$ cat src/rtl/chaos_prng_pkg.sv
// Shared types and helpers for the chaotic PRNG stream generator.
package chaos_prng_pkg;

  typedef enum logic [1:0] {
    IDLE = 2'd0,
    CALC = 2'd1,
    HOLD = 2'd2
  } fsm_state_e;

  localparam int DIM_DEFAULT = 3;
  localparam int ITER_CYCLES = DIM_DEFAULT * (DIM_DEFAULT + 1);

  function automatic int iter_cycles(input int dim);
    return dim * (dim + 1);
  endfunction

  // Low (width - eps_shift) bits set; callers truncate to their word width.
  function automatic logic [63:0] saw_mask(input int width, input int eps_shift);
    return (64'd1 << (width - eps_shift)) - 64'd1;
  endfunction

endpackage

$ cat src/rtl/chaos_prng_stream_if.sv
// Valid/ready output stream carrying one packed DIM-word state vector.
interface chaos_prng_stream_if #(
  parameter int WIDTH = 32,
  parameter int DIM   = 3
) ();
  logic                 m_valid;
  logic                 m_ready;
  logic [DIM*WIDTH-1:0] m_data;

  modport master (output m_valid, output m_data, input m_ready);
  modport slave  (input m_valid, input m_data, output m_ready);
endinterface

$ cat src/rtl/chaos_prng_mac.sv
// Single time-shared multiplier with a registered accumulator; the add term is
// either the raw product or its sawtooth (low-bit masked) value.
module chaos_prng_mac
  import chaos_prng_pkg::*;
#(
  parameter int WIDTH     = 32,
  parameter int EPS_SHIFT = 4
) (
  input  logic             clk,
  input  logic             reset_n,
  input  logic             en_i,
  input  logic             clear_i,
  input  logic             saw_sel_i,
  input  logic [WIDTH-1:0] a_i,
  input  logic [WIDTH-1:0] b_i,
  output logic [WIDTH-1:0] sum_o
);

  localparam logic [WIDTH-1:0] SAW_MASK = WIDTH'(saw_mask(WIDTH, EPS_SHIFT));

  logic [WIDTH-1:0] acc_q;
  logic [WIDTH-1:0] prod;
  logic [WIDTH-1:0] term;

  assign prod  = a_i * b_i;
  assign term  = saw_sel_i ? (prod & SAW_MASK) : prod;
  assign sum_o = (clear_i ? '0 : acc_q) + term;

  always_ff @(posedge clk or negedge reset_n) begin
    if (!reset_n) begin
      acc_q <= '0;
    end else if (en_i) begin
      acc_q <= sum_o;
    end
  end

endmodule

$ cat src/rtl/chaos_prng_stream.sv
// N-channel chaotic PRNG: x' = A*x + saw(sigma*x) mod 2^WIDTH, one multiply per cycle,
// with warm-up discard and a backpressured output stream. Optional macro: CHAOS_PRNG_ZERO_RESEED_EN.
module chaos_prng_stream
  import chaos_prng_pkg::*;
#(
  parameter int WIDTH     = 32,
  parameter int DIM       = DIM_DEFAULT,
  parameter int WARMUP    = 16,
  parameter int EPS_SHIFT = 4
) (
  input  logic                     clk,
  input  logic                     reset_n,
  input  logic                     seed_load,
  input  logic [DIM*WIDTH-1:0]     seed_x,
  input  logic [DIM*DIM*WIDTH-1:0] a_coef,
  input  logic [WIDTH-1:0]         sigma,
  input  logic                     run,
  chaos_prng_stream_if.master      strm,
  output logic                     degenerate,
  output logic                     busy
);

  localparam int IDX_W = $clog2(DIM + 1);
  localparam int CNT_W = $clog2(WARMUP + 2);
  localparam logic [IDX_W-1:0] ROW_LAST = IDX_W'(DIM - 1);
  localparam logic [IDX_W-1:0] COL_SAW  = IDX_W'(DIM);

  fsm_state_e           state_q, state_d;
  logic [IDX_W-1:0]     row_q, row_d;
  logic [IDX_W-1:0]     col_q, col_d;
  logic [CNT_W-1:0]     cnt_q, cnt_d;
  logic                 m_valid_q, m_valid_d;
  logic [DIM*WIDTH-1:0] m_data_q, m_data_d;
  logic                 degen_q, degen_d;

  logic [WIDTH-1:0]     x_q      [DIM];
  logic [WIDTH-1:0]     shadow_q [DIM];
  logic [WIDTH-1:0]     a_q      [DIM][DIM];
  logic [WIDTH-1:0]     sigma_q;
  logic [WIDTH-1:0]     x_new    [DIM];
  logic [WIDTH-1:0]     x_fix    [DIM];
  logic [DIM*WIDTH-1:0] x_flat;
  logic [DIM*WIDTH-1:0] xfix_flat;

  logic             col_saw, iter_last, hs, out_free, new_zero;
  logic             load_out, load_from_new;
  logic [WIDTH-1:0] mul_a, mul_b, mac_sum;

  assign col_saw   = (col_q == COL_SAW);
  assign iter_last = (state_q == CALC) && (row_q == ROW_LAST) && col_saw;
  assign hs        = m_valid_q && strm.m_ready;
  assign out_free  = !m_valid_q || strm.m_ready;

  // Columns 0..DIM-1 multiply A[row][col]*x[col]; the extra column forms sigma*x[row].
  always_comb begin
    mul_a = sigma_q;
    mul_b = '0;
    for (int i = 0; i < DIM; i++) begin
      if (row_q == IDX_W'(i)) begin
        if (col_saw) mul_b = x_q[i];
        for (int j = 0; j < DIM; j++) begin
          if (!col_saw && col_q == IDX_W'(j)) mul_a = a_q[i][j];
        end
      end
      if (!col_saw && col_q == IDX_W'(i)) mul_b = x_q[i];
    end
  end

  chaos_prng_mac #(
    .WIDTH     (WIDTH),
    .EPS_SHIFT (EPS_SHIFT)
  ) u_mac (
    .clk       (clk),
    .reset_n   (reset_n),
    .en_i      (state_q == CALC),
    .clear_i   (col_q == '0),
    .saw_sel_i (col_saw),
    .a_i       (mul_a),
    .b_i       (mul_b),
    .sum_o     (mac_sum)
  );

  // The last row is still in the MAC when the iteration completes, so it bypasses the shadow.
  genvar gi;
  generate
    for (gi = 0; gi < DIM; gi++) begin : g_chan
      assign x_new[gi] = (gi == DIM - 1) ? mac_sum : shadow_q[gi];
`ifdef CHAOS_PRNG_ZERO_RESEED_EN
      assign x_fix[gi] = new_zero ? WIDTH'(1) : x_new[gi];
`else
      assign x_fix[gi] = x_new[gi];
`endif
      assign x_flat[gi*WIDTH +: WIDTH]    = x_q[gi];
      assign xfix_flat[gi*WIDTH +: WIDTH] = x_fix[gi];
    end
  endgenerate

  always_comb begin
    new_zero = 1'b1;
    for (int i = 0; i < DIM; i++) begin
      if (x_new[i] != '0) new_zero = 1'b0;
    end
  end

  always_comb begin
    state_d       = state_q;
    row_d         = row_q;
    col_d         = col_q;
    cnt_d         = cnt_q;
    load_out      = 1'b0;
    load_from_new = 1'b0;
    case (state_q)
      IDLE: begin
        if (run) state_d = CALC;
      end
      CALC: begin
        if (col_saw) begin
          col_d = '0;
          row_d = (row_q == ROW_LAST) ? '0 : row_q + 1'b1;
        end else begin
          col_d = col_q + 1'b1;
        end
        if (iter_last) begin
          if (cnt_q != '0) begin
            cnt_d   = cnt_q - 1'b1;
            state_d = run ? CALC : IDLE;
          end else if (out_free) begin
            load_out      = 1'b1;
            load_from_new = 1'b1;
            state_d       = run ? CALC : IDLE;
          end else begin
            state_d = HOLD;
          end
        end
      end
      HOLD: begin
        if (hs) begin
          load_out = 1'b1;
          state_d  = run ? CALC : IDLE;
        end
      end
      default: state_d = IDLE;
    endcase
    if (seed_load) begin
      state_d       = run ? CALC : IDLE;
      row_d         = '0;
      col_d         = '0;
      cnt_d         = CNT_W'(WARMUP);
      load_out      = 1'b0;
      load_from_new = 1'b0;
    end
  end

  always_comb begin
    m_valid_d = m_valid_q;
    if (hs)        m_valid_d = 1'b0;
    if (load_out)  m_valid_d = 1'b1;
    if (seed_load) m_valid_d = 1'b0;
    m_data_d = m_data_q;
    if (load_out) m_data_d = load_from_new ? xfix_flat : x_flat;
    degen_d = degen_q;
    if (iter_last && new_zero) degen_d = 1'b1;
    if (seed_load)             degen_d = 1'b0;
  end

  always_ff @(posedge clk or negedge reset_n) begin
    if (!reset_n) begin
      state_q   <= IDLE;
      row_q     <= '0;
      col_q     <= '0;
      cnt_q     <= '0;
      m_valid_q <= 1'b0;
      m_data_q  <= '0;
      degen_q   <= 1'b0;
    end else begin
      state_q   <= state_d;
      row_q     <= row_d;
      col_q     <= col_d;
      cnt_q     <= cnt_d;
      m_valid_q <= m_valid_d;
      m_data_q  <= m_data_d;
      degen_q   <= degen_d;
    end
  end

  always_ff @(posedge clk or negedge reset_n) begin
    if (!reset_n) begin
      sigma_q <= '0;
      for (int i = 0; i < DIM; i++) begin
        x_q[i]      <= '0;
        shadow_q[i] <= '0;
        for (int j = 0; j < DIM; j++) a_q[i][j] <= '0;
      end
    end else begin
      if (seed_load) begin
        sigma_q <= sigma;
        for (int i = 0; i < DIM; i++) begin
          x_q[i] <= seed_x[i*WIDTH +: WIDTH];
          for (int j = 0; j < DIM; j++) a_q[i][j] <= a_coef[(i*DIM+j)*WIDTH +: WIDTH];
        end
      end else begin
        if (iter_last) begin
          for (int i = 0; i < DIM; i++) x_q[i] <= x_fix[i];
        end
        if (state_q == CALC && col_saw) begin
          for (int i = 0; i < DIM; i++) begin
            if (row_q == IDX_W'(i)) shadow_q[i] <= mac_sum;
          end
        end
      end
    end
  end

  assign strm.m_valid = m_valid_q;
  assign strm.m_data  = m_data_q;
  assign degenerate   = degen_q;
  assign busy         = (state_q != IDLE);

endmodule

$ cat src/flat_wrapper.sv
// flat-port wrapper written by rule: the top's interface ports become plain ports
module chaos_prng_stream_flat import chaos_prng_pkg::*;
#(
  parameter int WIDTH     = 32,
  parameter int DIM       = DIM_DEFAULT,
  parameter int WARMUP    = 16,
  parameter int EPS_SHIFT = 4
)
  (clk, reset_n, seed_load, seed_x, a_coef, sigma, run, degenerate, busy, strm_m_valid, strm_m_data, strm_m_ready);
  chaos_prng_stream_if #(.WIDTH(WIDTH), .DIM(DIM)) strm_i ();
  input  logic clk;
  input  logic reset_n;
  input  logic seed_load;
  input  logic [DIM*WIDTH-1:0] seed_x;
  input  logic [DIM*DIM*WIDTH-1:0] a_coef;
  input  logic [WIDTH-1:0] sigma;
  input  logic run;
  output logic degenerate;
  output logic busy;
  output wire logic [$bits(strm_i.m_valid)-1:0] strm_m_valid;
  output wire logic [$bits(strm_i.m_data)-1:0] strm_m_data;
  input wire logic [$bits(strm_i.m_ready)-1:0] strm_m_ready;
  assign strm_m_valid = strm_i.m_valid;
  assign strm_m_data = strm_i.m_data;
  assign strm_i.m_ready = strm_m_ready;
  chaos_prng_stream #(.WIDTH(WIDTH), .DIM(DIM), .WARMUP(WARMUP), .EPS_SHIFT(EPS_SHIFT)) u_core (.clk(clk), .reset_n(reset_n), .seed_load(seed_load), .seed_x(seed_x), .a_coef(a_coef), .sigma(sigma), .run(run), .strm(strm_i), .degenerate(degenerate), .busy(busy));
endmodule
$ cat config.mk
export PLATFORM = sky130hd
export DESIGN_NAME = chaos_prng_stream_flat
export DESIGN_NICKNAME = d
export VERILOG_FILES = /design/src/rtl/chaos_prng_pkg.sv /design/src/rtl/chaos_prng_stream_if.sv /design/src/rtl/chaos_prng_mac.sv /design/src/rtl/chaos_prng_stream.sv /design/src/flat_wrapper.sv
export SDC_FILE = /design/constraint.sdc
export NUM_CORES = 2
export LEC_CHECK = 0
export CORE_MARGIN = 10
export CORE_UTILIZATION = 50
export DETAILED_ROUTE_END_ITERATION = 10
export DONT_BUFFER_PORTS = 1
export PLACE_DENSITY = 0.67
export RECOVER_POWER = 50
export SYNTH_ARGS = -nofsm -noshare
export SYNTH_HDL_FRONTEND = slang
export SYNTH_HIERARCHICAL = 1
export SYNTH_SLANG_ARGS = --single-unit
$ cat constraint.sdc
create_clock -name clk -period 11 [get_ports clk]
set_input_delay 1.1 -clock clk [delete_from_list [all_inputs] [get_ports clk]]
set_output_delay 1.1 -clock clk [all_outputs]
set_load 0.05 [all_outputs]
==> impl_metrics.ini <==
[synthesis]
yosys_most_used_dff = dfrtp_1
yosysSeqAreaShare = 0.3263
synth_nets = 5590
yosysUniqueCellTypes = 68
synth_edf_count = 0
synth-xor-area-share = 0.02162
muxShareOfSynthArea = 0.1589
synth_adder_area_share = 0.2153
syn_avg_cell_area_sq_um = 10.36
synth_simple_gate_area_frac = 0.1223
syn_inst = 4595
synth_warnings = 6
synth_compound_area_frac = 0.09314
synth-seq-cells = 621
synth_top_family_by_area = adder cells
synthesis.area_sq_mm = 0.04762
async_flop_share = 1.000

[route]
wl_met2_mm = 72.58
routed_wl_mm = 156.5
post_drt_wl_per_cell_microns = 26.13
highest_layer = met5
wl_met3_mm = 14.66
num_vias = 35484
drtIter0Drc = 3261
viasPerCell = 5.924
wirelength_met1_mm = 63.42
ant_nets = 0
drc_errors = 0
drtPass1Iterations = 6

[timing]
whs_ns = 0.1478
tightest_slew_ns = 2.662
finalSetupTns_ns = 0
min_period_over_period = 0.9663
hold_viol = 0
finalSetupViolCount = 0
slew_headroom = -0.7746
max_freq_mhz = 94.08
drv_slew = 330
fin_crit_ns = 10.63
skew_ns = 0.03603

[final_layout]
nFillCells = 8181
synthToLayoutAreaGrowth_pct = 12.50
final_common_cell = dfrtp_1
drive_above_1_share = 0.2117
layout.nets = 5631
layout_common_cells = dfrtp_1, nand2_1, mux2_2, inv_1, fa_1

[status]
violations = slew limit
status = finished with violations

[clock_tree]
cts_max_path_buffers = 3
path_clk_slew_ns = 0.06
cts_hold_buffers = 0
cts_sinks = 621
cts_root_buf = clkbuf_16
cts_buffers = 71
h-tree-depth = 3
clk_latency_ns = 0.66
cts_tree = done

[critical_path]
crit_family = adder cells
slowest_stage = fa_1
cp_max_fo = 15
crit_required_ns = 11.54
max_stage_delay_ns = 0.56
critPathLaunchType = flop
end_kind = flop
worstPathArrival_ns = 11.17
cpMostUsedCell = fa_1
path_class = flop to flop
crit_buf_inv = 9

[floorplan]
placeableCoreArea_sq_mm = 0.09473
io_pins = 520
die_x_microns = 328.6
dieArea_sq_mm = 0.1080
core.rowCount = 113
initial_core_util = 0.5027
die_h_microns = 328.6

[placed_design]
port_buffers = 0
place_hpwl_mm = 117.8
place_congestion = 0.9160

[global_route]
gr-total-overflow = 0
grt_use_total = 0.2854
grt_pass1_wl_mm = 233.5
first_global_vias = 36298
grt_start_max_net_pins = 622
antenna_found_initial = 68

[flow_run]
drv_cap = 0

[hold_path]
hold_path.class = primary input to async pin
==> registers in the layout, summed over array words and instances, names as in the netlist <==
register             count
u_core/shadow_q         64
u_core/col_q             2
u_core/row_q             2
u_core/state_q           2
u_core/a_q             288
u_core/x_flat           96
u_core/u_mac/acc_q      32
u_core/degenerate        1
u_core/sigma_q          32
u_core/strm.m_valid      1
u_core/cnt_q             5
u_core/strm.m_data      96
==> metrics by stage <==
stage | instances | util | instance area, sq um | worst slack (ns)
5_1_grt | 5980 | 0.5653 | 53550 | -0.1172
3_5_place_dp | 5788 | 0.5305 | 50250 | -0.08951
3_3_place_gp | 5788 | 0.5305 | 50250 | 0.09342
4_1_cts | 5919 | 0.5564 | 52710 | 0.003544
2_1_floorplan | 4595 | - | 47620 | 0.3914
6_report | 5990 | 0.5656 | 53570 | 0.3703
==> synth_stat cells, drive strengths merged (10+ instances only) <==
library cell | instances | area, sq um
nand3b | 47 | 352.8
nor4 | 24 | 150.1
nand2b | 13 | 81.33
nand4 | 10 | 62.56
o221ai | 28 | 245.2
nor2b | 103 | 644.4
a21boi | 10 | 75.07
nor3 | 16 | 80.08
o22ai | 11 | 68.82
nand2 | 521 | 1956
inv | 466 | 1749
nor3b | 44 | 330.3
or3 | 10 | 62.56
fa | 409 | 8188
mux2i | 108 | 1081
nor2 | 81 | 304.0
o21ai | 183 | 915.9
clkbuf | 223 | 837.1
a21o | 37 | 277.8
o32ai | 23 | 201.4
and2 | 253 | 1583
xnor2 | 88 | 770.7
ha | 165 | 2064
o211ai | 21 | 157.7
o31ai | 29 | 227.7
dfrtp | 621 | 15540
buf | 74 | 372.9
a211oi | 44 | 335.3
a221o | 11 | 110.1
a221oi | 17 | 178.9
o21bai | 19 | 142.6
a21oi | 179 | 895.9
a22oi | 33 | 247.7
o311ai | 10 | 87.58
o211a | 10 | 100.1
mux2 | 576 | 6486
xor2 | 27 | 236.5
==> kinds of logic (layout without fill, tap and decap cells) <==
logic type / count (synthesis) / after routing
multiplexers: 684 / 684
XOR/XNOR: 116 / 116
adder cells (fa/ha/maj): 574 / 574
other: 0 / 35
AO/OA/AOI/OAI: 686 / 686
flip-flops: 621 / 621
AND/OR/NAND/NOR: 1148 / 1148
buffers and inverters: 766 / 861
==> path summary, 6_finish.rpt <==
kind / startpoint / endpoint / slack [ns] / depth (start not counted)
max in group asynchronous: reset_n / u_core/strm.m_data[75] / 8.73 / 0
min in group clk: u_core/u_mac/acc_q[8] / u_core/u_mac/acc_q[8] / 0.50 / 1
setup reg to reg: u_core/col_q[1] / u_core/strm.m_data[95] / 0.37 / 42
hold / removal: reset_n / u_core/a_q[196] / 0.15 / 0
hold reg to reg: u_core/u_mac/acc_q[8] / u_core/u_mac/acc_q[8] / 0.50 / 1
setup / recovery: u_core/col_q[1] / u_core/strm.m_data[95] / 0.37 / 42
==> metal layers <==
metal	GRT usage	vias to the layer above
li1	-	15475
met1	0.3755	18170
met2	0.4462	1521
met3	0.07847	280
met4	0.1074	38
met5	0	-
==> final cells by class <==
class                      count  area (sq um)  share of cell area
inverter                     469          1764             0.03293
antenna                       35         87.58            0.001635
tap                         1265          1583             0.02954
clock buffer                 104          2072             0.03868
timing repair buffer         265          2439             0.04552
clock inverter                23         290.3            0.005418
multi-input combinational   3208         29790              0.5561
sequential                   621         15540              0.2902
==> repair_timing <==
action,4_1_cts,5_1_grt
buffers inserted,4,36
hold endpoints to repair,0,0
endpoints found under the setup margin,3,51
gates resized for setup,5,115
pin swaps,2,23
Power is left out: the tool's default activity adds up to more than one toggle a clock period on the data nets, which glitch-free logic cannot reach.
